`src/rtl/spi_master.sv`:
```
// rtl/spi_master.sv - SPI mode-0 master with a one-byte Tx holding register
//
// Purpose: drives ssn/sck/mosi and samples miso (CPOL=0, CPHA=0). A byte held
// in the holding register while the current byte shifts keeps sck continuous
// across bytes; tx_last on a byte closes the transaction after it.
//
// Ports:
//   clk, rst                 clock, synchronous active-high reset
//   tx_vld/tx_rdy            Tx byte handshake (accept when both high)
//   tx_dat, tx_last          Tx byte (MSB first) and end-of-transaction flag
//   rx_vld, rx_dat           1-cycle pulse with received byte; rx_dat held
//   busy                     high whenever the controller is not IDLE
//   ssn, sck, mosi           registered SPI outputs
//   miso                     SPI serial input
module spi_master #(
  parameter int CLK_DIV  = 4,
  parameter int CS_SETUP = 2,
  parameter int CS_HOLD  = 2,
  parameter int CS_IDLE  = 2
) (
  input  logic       clk,
  input  logic       rst,
  input  logic       tx_vld,
  output logic       tx_rdy,
  input  logic [7:0] tx_dat,
  input  logic       tx_last,
  output logic       rx_vld,
  output logic [7:0] rx_dat,
  output logic       busy,
  output logic       ssn,
  output logic       sck,
  output logic       mosi,
  input  logic       miso
);

  localparam int HW     = $clog2(CLK_DIV);
  localparam int CS_M1  = (CS_SETUP > CS_HOLD) ? CS_SETUP : CS_HOLD;
  localparam int CS_MAX = (CS_M1 > CS_IDLE) ? CS_M1 : CS_IDLE;
  localparam int CW     = $clog2(CS_MAX + 1);

  typedef enum logic [2:0] {IDLE, SETUP, XFER, WAIT, HOLD, GAP} state_t;
  state_t state, state_nxt;

  logic [HW-1:0] half_cnt;
  logic [2:0]    bit_cnt;
  logic [CW-1:0] cs_cnt;
  logic [CW-1:0] cs_lim;
  // tx_sr holds the bits still to go after the one on mosi; rx_sr holds the
  // seven bits already received, so the byte completes as {rx_sr, miso}.
  logic [6:0]    tx_sr;
  logic [6:0]    rx_sr;
  logic [7:0]    hold_dat;
  logic          hold_last, hold_full, cur_last;
  logic          accept, half_end, sck_rise, sck_fall, byte_end, cs_end;

  assign accept   = tx_vld & tx_rdy;
  assign half_end = (half_cnt == HW'(CLK_DIV - 1));
  assign sck_rise = (state == XFER) & ~sck & half_end;
  assign sck_fall = (state == XFER) & sck & half_end;
  assign byte_end = sck_fall & (bit_cnt == 3'd7);
  assign cs_end   = (cs_cnt == cs_lim);

  always_comb begin
    cs_lim = CW'(CS_IDLE - 1);
    case (state)
      SETUP:   cs_lim = CW'(CS_SETUP - 1);
      HOLD:    cs_lim = CW'(CS_HOLD - 1);
      default: cs_lim = CW'(CS_IDLE - 1);
    endcase
  end

  // State register
  always_ff @(posedge clk) begin
    if (rst) state <= IDLE;
    else     state <= state_nxt;
  end

  // Next-state logic
  always_comb begin
    state_nxt = state;
    case (state)
      IDLE:  if (accept) state_nxt = SETUP;
      SETUP: if (cs_end) state_nxt = XFER;
      XFER: begin
        // A byte accepted on the byte-end edge itself (hold empty) is loaded
        // straight into the shifter, so it also keeps XFER running.
        if (byte_end) begin
          if (cur_last)                   state_nxt = HOLD;
          else if (!hold_full && !accept) state_nxt = WAIT;
        end
      end
      WAIT:  if (accept) state_nxt = XFER;
      HOLD:  if (cs_end) state_nxt = GAP;
      GAP:   if (cs_end) state_nxt = IDLE;
      default: state_nxt = IDLE;
    endcase
  end

  // Combinational outputs
  always_comb begin
    tx_rdy = 1'b0;
    case (state)
      IDLE, WAIT: tx_rdy = 1'b1;
      XFER:       tx_rdy = ~hold_full & ~cur_last;
      default:    tx_rdy = 1'b0;
    endcase
    if (rst) tx_rdy = 1'b0;
    busy = (state != IDLE) & ~rst;
  end

  // Datapath and registered SPI outputs
  always_ff @(posedge clk) begin
    if (rst) begin
      ssn       <= 1'b1;
      sck       <= 1'b0;
      mosi      <= 1'b0;
      rx_vld    <= 1'b0;
      rx_dat    <= '0;
      half_cnt  <= '0;
      bit_cnt   <= '0;
      cs_cnt    <= '0;
      tx_sr     <= '0;
      rx_sr     <= '0;
      hold_dat  <= '0;
      hold_last <= 1'b0;
      hold_full <= 1'b0;
      cur_last  <= 1'b0;
    end else begin
      rx_vld <= 1'b0;
      case (state)
        IDLE: begin
          half_cnt <= '0;
          cs_cnt   <= '0;
          if (accept) begin
            tx_sr    <= tx_dat[6:0];
            mosi     <= tx_dat[7];
            cur_last <= tx_last;
            ssn      <= 1'b0;
          end
        end
        SETUP: cs_cnt <= cs_end ? '0 : cs_cnt + 1'b1;
        XFER: begin
          half_cnt <= half_end ? '0 : half_cnt + 1'b1;
          if (sck_rise) sck <= 1'b1;
          if (accept && !byte_end) begin
            hold_dat  <= tx_dat;
            hold_last <= tx_last;
            hold_full <= 1'b1;
          end
          if (sck_fall) begin
            sck     <= 1'b0;
            rx_sr   <= {rx_sr[5:0], miso};
            bit_cnt <= bit_cnt + 1'b1;
            if (bit_cnt == 3'd7) begin
              rx_dat <= {rx_sr, miso};
              rx_vld <= 1'b1;
              if (!cur_last) begin
                if (hold_full) begin
                  tx_sr     <= hold_dat[6:0];
                  mosi      <= hold_dat[7];
                  cur_last  <= hold_last;
                  hold_full <= 1'b0;
                end else if (accept) begin
                  tx_sr    <= tx_dat[6:0];
                  mosi     <= tx_dat[7];
                  cur_last <= tx_last;
                end
              end
            end else begin
              mosi  <= tx_sr[6];
              tx_sr <= {tx_sr[5:0], 1'b0};
            end
          end
        end
        WAIT: begin
          half_cnt <= '0;
          if (accept) begin
            tx_sr    <= tx_dat[6:0];
            mosi     <= tx_dat[7];
            cur_last <= tx_last;
          end
        end
        HOLD: begin
          if (cs_end) begin
            cs_cnt <= '0;
            ssn    <= 1'b1;
          end else begin
            cs_cnt <= cs_cnt + 1'b1;
          end
        end
        GAP: cs_cnt <= cs_end ? '0 : cs_cnt + 1'b1;
        default: cs_cnt <= '0;
      endcase
    end
  end

endmodule

```
`config.mk`:
```
export PLATFORM = sky130hd
export DESIGN_NAME = spi_master
export DESIGN_NICKNAME = d
export VERILOG_FILES = /design/src/rtl/spi_master.sv
export SDC_FILE = /design/constraint.sdc
export NUM_CORES = 1
export LEC_CHECK = 0
export CORE_MARGIN = 1
export CORE_UTILIZATION = 50
export CTS_CLUSTER_SIZE = 8
export DETAILED_ROUTE_END_ITERATION = 6
export GPL_ROUTABILITY_DRIVEN = 0
export PLACE_DENSITY = 0.76
export RECOVER_POWER = 25
export SYNTH_ARGS = -nofsm -noshare
export SYNTH_HDL_FRONTEND = slang
export SYNTH_SLANG_ARGS = --single-unit
```
`constraint.sdc`:
```
create_clock -name clk -period 1.7 [get_ports clk]
set_input_delay 0.51 -clock clk [delete_from_list [all_inputs] [get_ports clk]]
set_output_delay 0.51 -clock clk [all_outputs]
set_load 0.01 [all_outputs]
```
==> results.py, run 1 <==
metrics = {
    "power_and_ir_drop": {
        "cellInternalPower_mw": 2.291,
        "swShare_pct": 36.66,
        "power.switching_mw": 1.326,
        "combPwrFrac_pct": 45.2,
        "seq_power_share_pct": 36.1,
        "leakage_nw": 1.219,
        "peakVddDrop_uv": 680.7,
        "p_total_mw": 3.617,
        "power_density_mw_per_mm2": 1168,
        "clkPwrFrac_pct": 18.7,
    },
    "worst_setup_path": {
        "cp-start-kind": "flip-flop",
        "slowest_delay_ns": 0.35,
        "cp_common_cell": "buf_4",
        "path_class": "reg2reg",
        "critPathRequiredTime_ns": 1.90,
        "path_max_fanout": 6,
        "cp.arrival_ns": 1.91,
        "slowest_stage": "dfxtp_2",
        "crit_chain": "buf_4 > buf_4 > xor2_2 > nor2_1 > buf_4 > nor3_2 > buf_4 > a32o_1",
        "worstSetupEndpointType": "flip-flop",
    },
    "floorplanning": {
        "die_area_mm2": 0.004784,
        "placementRows": 24,
        "die_w_um": 69.17,
        "core_area_mm2": 0.004354,
        "start_util_pct": 51.81,
        "chipHeight_um": 69.17,
        "io_pins": 27,
    },
    "yosys": {
        "synth_largest_area_cell": "dfxtp_1",
        "synth_xor_area_share_pct": 1.165,
        "synth_top_family_by_area": "simple AND/OR/NAND/NOR gates",
        "synth-warning-count": 0,
        "synth_cell_types": 43,
        "yosys-top-cells-count": "nand2_1, dfxtp_1, a21oi_1, nor2_1, mux2i_1",
        "synth-compound-area-share_pct": 18.14,
        "yosys-top-cells-area": "dfxtp_1, mux2i_1, nand2_1",
        "synth-adder-area-share_pct": 1.664,
        "post-synth-top-count-cell": "nand2_1",
        "syn_nets": 287,
        "synth_mux_area_share_pct": 8.430,
        "ys_seq_area_share_pct": 41.71,
        "synthSimpleGateAreaFrac_pct": 24.51,
        "async_reset_ff_share_pct": 0,
        "synth_top_cell_area_share_pct": 41.71,
        "syn_area_mm2": 0.002256,
        "synth-seq-cells": 47,
        "ys.flop_type": "dfxtp_1",
        "syn_avg_cell_area_um2": 8.324,
        "synthCells": 271,
        "synth-edff-count": 0,
    },
    "sta": {
        "finClkSkew_ns": 0.007958,
        "max_clock_freq_mhz": 584.7,
        "fin_crit_ns": 1.710,
        "grt_setup_unrepaired": "true",
        "hold_viol_final": 0,
        "setup_slack_ns": -0.01033,
        "setup_viol": 3,
        "worst_slew_pin_slew_ns": 0.5304,
        "totalNegativeSetupSlack_ns": -0.01970,
        "whs_ns": 0.4608,
        "slew-limit-headroom_pct": 64.64,
        "slew_viol_final": 0,
        "fin_crit_sh_pct": 100.6,
    },
    "cells_and_area": {
        "n_fill_cell": 332,
        "drive_above_1_share_pct": 28.23,
        "antennaDiodeCount": 0,
        "fin_cells": 385,
        "stdcell_area_mm2": 0.003097,
        "num-nets-final": 348,
        "syn2layout_area_growth_pct": 37.27,
    },
    "clock_network": {
        "clock_path_buffers": 2,
        "clockRootBuffer": "clkbuf_8",
        "cts_buffers": 5,
        "postCtsHoldBufs": 0,
        "cts_tree": "done",
        "cts_max_level": 2,
        "clock_sinks": 47,
        "path_clk_slew_ns": 0.09,
        "clk_latency_ns": 0.31,
    },
    "detailed_routing": {
        "dr_total_vias": 2197,
        "antenna_left": 0,
        "via_per_inst": 5.706,
        "drc": 0,
        "first_iter_violations": 133,
        "routed_wl_um": 5885,
        "firstDrtPassIters": 4,
        "wl_per_cell_um": 15.29,
    },
    "status": {
        "failed_checks": "negative setup slack",
        "status": "finished with violations",
    },
    "place": {
        "place_area_mm2": 0.002791,
        "port_buffers": 26,
        "dp.cells": 369,
        "dp_hpwl_um": 3700,
    },
    "grt": {
        "grt_pass1_wl_um": 9321,
        "overflow": 0,
        "grt_pass1_vias": 1986,
        "antenna_found_initial": 0,
        "grt_start_max_net_pins": 27,
        "grt_usage_pct": 24.15,
    },
    "job": {
        "cap_viol_max_count": 0,
    },
    "min_path": {
        "min_path_type": "reg2reg",
    },
}
[flip-flops by register name, indices dropped and copies added (netlist names), 2 cells and up]
signal	flops
bit_cnt	3
rx_sr	7
state	3
tx_sr	7
cs_cnt	2
rx_dat	8
half_cnt	2
hold_dat	8
[routing by layer]
metal	track usage, %	part of all wire, %
met5	0	0
met4	6.803	1.1
met3	5.378	4.7
met2	39.48	49
met1	32.06	45
[power by group through the flow]
stage / clock, mW / sequential (mW) / combinational (mW)
floorplan: 0 / 1.31 / 0.898
global placement: 0 / 1.31 / 1.41
detailed placement: 0 / 1.31 / 1.43
CTS: 0.695 / 1.30 / 1.51
global route: 0.736 / 1.32 / 1.76
finish: 0.678 / 1.31 / 1.63
[worst paths after layout]
path | from | endpoint | slack (ns) | cells past startpoint
max | state[0]$_SDFFE_PP0P_ | tx_sr[1]$_SDFFE_PP0P_ | -0.01 | 8
min | ssn$_SDFFE_PP1P_ | ssn$_SDFFE_PP1P_ | 0.46 | 1
max reg2reg | state[0]$_SDFFE_PP0P_ | tx_sr[1]$_SDFFE_PP0P_ | -0.01 | 8
min reg2reg | ssn$_SDFFE_PP1P_ | ssn$_SDFFE_PP1P_ | 0.46 | 1
[cells in the final DEF, fill, tap and decap left out, drive strengths merged, types with 3 or more instances in the layout]
cell type,count
mux2i,19
buf,44
o21ai,14
clkdlybuf4s25,4
dfxtp,47
clkdlybuf4s50,10
nor2,31
clkbuf,7
nand2b,6
nor3,9
nand2,49
a32o,7
inv,3
a211oi,3
a21oi,29
ha,3
dlymetal6s2s,3
dlygate4sd2,7
or3,8
[logic make-up after synthesis]
| kind of cell | Yosys count |
|---|---|
| buf+inv | 21 |
| mux | 19 |
| fa+ha+maj | 3 |
| xor+xnor | 3 |
| flops | 47 |
| simple gates | 114 |
| compound gates | 64 |
[through the flow]
stage | utilization, % | setup WS, ns
floorplan | - | 0.002103
global placement | 64.11 | -0.6036
detailed placement | 64.11 | -0.6236
CTS | 68.88 | 0.0002929
global route | 71.12 | -0.08244
finish | 71.12 | -0.01033
[cell type report]
cell class                 instances  area (µm²)  share of cell area (%)
inverter                           4       22.52                  0.7273
tap                               52       65.06                   2.101
timing repair buffer              70       599.3                   19.35
sequential                        47       949.7                   30.67
clock inverter                     3       18.77                  0.6061
multi-input combinational        204        1373                   44.32
clock buffer                       5       68.82                   2.222
[critical path: cells and delay by family, from the launching register on]
kind / cells / cell delay [ns]
flops: 1 / 0.35
simple gates: 2 / 0.25
xor+xnor: 1 / 0.18
compound gates: 1 / 0.20
buf+inv: 4 / 0.63
[what timing repair did]
item / CTS / global route
pin swaps: 3 / 8
setup endpoints to repair: 40 / 49
gates cloned: 0 / 1
setup buffers: 5 / 2
gates resized for setup: 39 / 32
Note: power is estimated with default switching activity, not from simulation.
==> run 2, diff against run 1 <==
--- a/config.mk
+++ b/config.mk
@@ -5,6 +5,7 @@
 export SDC_FILE = /design/constraint.sdc
 export NUM_CORES = 1
 export LEC_CHECK = 0
+export CAP_MARGIN = 0
 export CORE_MARGIN = 1
 export CORE_UTILIZATION = 50
 export CTS_CLUSTER_SIZE = 8
==> results of run 2 <==
Same layout as run 1: the final DEF is identical, and so are final timing and power.
==> run 3, diff against run 2 <==
--- a/config.mk
+++ b/config.mk
@@ -7,11 +7,10 @@
 export LEC_CHECK = 0
 export CAP_MARGIN = 0
 export CORE_MARGIN = 1
-export CORE_UTILIZATION = 50
+export CORE_UTILIZATION = 30
 export CTS_CLUSTER_SIZE = 8
 export DETAILED_ROUTE_END_ITERATION = 6
 export GPL_ROUTABILITY_DRIVEN = 0
-export PLACE_DENSITY = 0.76
 export RECOVER_POWER = 25
 export SYNTH_ARGS = -nofsm -noshare
 export SYNTH_HDL_FRONTEND = slang
==> run 3 against run 2 <==
- the run still ends with negative setup slack left
- critical path depth decreased by 2
- design area grew 1.6%
- flip-flop and latch count did not move
- register-to-register slack about the same
- final cell count increased by 11%
- wire length decreased by 4.9%
- sequential share of layout area fell by 0.52 points
- power grew 0.44%
- sequential power hardly changed
==> results.py, run 3 (synthesized netlist as in run 1, its figures left out) <==
metrics = {
    "detailed_routing": {
        "first_iter_violations": 98,
        "antenna_left": 0,
        "routed_wl_um": 5595,
        "via_per_inst": 4.846,
        "firstDrtPassIters": 4,
        "dr_total_vias": 2079,
        "drc": 0,
        "wl_per_cell_um": 13.04,
    },
    "sta": {
        "setup_slack_ns": -0.03637,
        "fin_crit_sh_pct": 102.1,
        "slew_viol_final": 0,
        "hold_viol_final": 0,
        "max_clock_freq_mhz": 575.9,
        "slew-limit-headroom_pct": 76.45,
        "setup_viol": 3,
        "worst_slew_pin_slew_ns": 0.3529,
        "grt_setup_unrepaired": "true",
        "finClkSkew_ns": 0.01029,
        "fin_crit_ns": 1.736,
        "whs_ns": 0.4537,
    },
    "cells_and_area": {
        "syn2layout_area_growth_pct": 39.43,
        "n_fill_cell": 745,
        "drive_above_1_share_pct": 26.67,
        "num-nets-final": 345,
        "reg_top3": "hold_dat x8, rx_dat x8",
        "antennaDiodeCount": 0,
        "stdcell_area_mm2": 0.003146,
        "final_util_pct": 43.37,
        "final_cell_mix": "nand2_1, dfxtp_1, buf_4",
        "final_common_cell": "nand2_1",
    },
    "worst_setup_path": {
        "cpLargestDelayFamily": "simple AND/OR/NAND/NOR gates",
        "slowest_stage": "nor4_4",
        "path_max_fanout": 6,
        "critPathRequiredTime_ns": 1.88,
        "cp.arrival_ns": 1.92,
        "path_class": "in2reg",
        "worstSetupEndpointType": "flip-flop",
        "crit_chain": "dlygate4sd2_1 > nand2b_4 > and4b_1 > nor4_4 > mux2i_1 > a21oi_1",
        "slowest_delay_ns": 0.35,
        "cp-start-kind": "input port",
        "cp_num_buf_inv": 1,
    },
    "clock_network": {
        "cts_buffers": 5,
        "clock_path_buffers": 2,
        "clockRootBuffer": "clkbuf_8",
        "cts_tree": "done",
        "cts_max_level": 2,
        "clk_latency_ns": 0.31,
        "path_clk_slew_ns": 0.08,
        "clock_sinks": 47,
    },
    "floorplanning": {
        "die_w_um": 88.72,
        "chipHeight_um": 88.72,
        "core_area_mm2": 0.007253,
        "start_util_pct": 31.10,
        "die_area_mm2": 0.007870,
        "io_pins": 27,
        "placementRows": 31,
    },
    "grt": {
        "grt_use_met2_pct": 23.78,
        "grt_start_max_net_pins": 29,
        "grt_pass1_wl_um": 8963,
        "top_usage_layer": "met2",
        "grtUsageMet1_pct": 18.97,
        "overflow": 0,
        "antenna_found_initial": 0,
        "grt_pass1_vias": 1927,
        "grtUsageMet3_pct": 3.451,
        "grt_usage_pct": 14.75,
    },
    "status": {
        "failed_checks": "negative setup slack",
        "status": "finished with violations",
    },
    "power_and_ir_drop": {
        "power_density_mw_per_mm2": 1155,
        "peakVddDrop_uv": 405.7,
        "swShare_pct": 35.86,
        "cellInternalPower_mw": 2.330,
        "p_total_mw": 3.633,
        "seq_power_share_pct": 35.7,
        "leakage_nw": 1.218,
        "power.switching_mw": 1.303,
        "combPwrFrac_pct": 44.2,
        "clkPwrFrac_pct": 20.1,
    },
    "place": {
        "port_buffers": 26,
        "dp_hpwl_um": 3748,
        "place_area_mm2": 0.002863,
    },
    "job": {
        "cap_viol_max_count": 0,
    },
    "min_path": {
        "min_path_type": "reg2reg",
    },
}
## run 3: changes by cell type in the layout (fill, tap and decap cells not counted), moves of 3 or more
cell,change
buf_6,-3
clkdlybuf4s25_1,-4
dfxtp_1,+3
dfxtp_2,-4
dlygate4sd2_1,+3
## run 3: routing by layer
metal	part of all wire (%)	vias to the layer above	wire [µm]
li1	-	1070	-
met1	47	957	2656
met2	46	43	2562
met3	4.7	9	265
met4	2.0	0	111
met5	0	-	0
## run 3: worst paths after layout
path	from	endpoint	slack, ns	depth (start not counted)
worst min-delay path	cs_cnt[1]$_SDFFE_PP0N_	cs_cnt[1]$_SDFFE_PP0N_	0.45	2
worst max-delay path	rst	state[2]$_SDFFE_PP0P_	-0.04	6
worst max register to register	state[0]$_SDFFE_PP0P_	state[2]$_SDFFE_PP0P_	-0.02	6
worst min register to register	cs_cnt[1]$_SDFFE_PP0N_	cs_cnt[1]$_SDFFE_PP0N_	0.45	2
## run 3: worst min-delay path: stages (launching register included)
cell,delay (ns)
dfxtp_1,0.32
nand2b_1,0.06
a21oi_1,0.04
## run 3: cell type report
| type | instances | area, µm² | share of cell area, % |
|---|---|---|---|
| Clock buffer | 6 | 82.58 | 2.625 |
| Clock inverter | 2 | 16.27 | 0.5171 |
| Inverter | 4 | 18.77 | 0.5967 |
| Multi-Input combinational cell | 204 | 1375 | 43.72 |
| Sequential cell | 47 | 948.4 | 30.15 |
| Tap cell | 99 | 123.9 | 3.938 |
| Timing Repair Buffer | 66 | 573.1 | 18.22 |
| Timing Repair inverter | 1 | 7.507 | 0.2387 |
## run 3: timing repair
item | 4_1_cts | 5_1_grt
hold buffers | 0 | 0
cloned | 2 | 1
buffers inserted | 1 | 1
endpoints found under the setup margin | 39 | 43
pin swaps | 2 | 9
gates resized for setup | 43 | 23
## run 3: power groups by stage
stage | combinational [mW] | clock [mW] | sequential [mW]
6_report | 1.60 | 0.731 | 1.30
5_1_grt | 1.75 | 0.805 | 1.31
4_1_cts | 1.55 | 0.759 | 1.28
3_5_place_dp | 1.46 | 0 | 1.31
3_3_place_gp | 1.44 | 0 | 1.30
2_1_floorplan | 0.898 | 0 | 1.31
## run 3: stage by stage
stage | cells | worst slack, ns | TNS [ns]
after CTS | 427 | -0.02942 | -0.1054
final | 429 | -0.03637 | -0.06215
after detailed placement | 416 | -0.6249 | -11.37
after floorplan | 271 | 0.002103 | 0
after global routing | 429 | -0.09441 | -1.035
after global placement | 416 | -0.5971 | -10.99
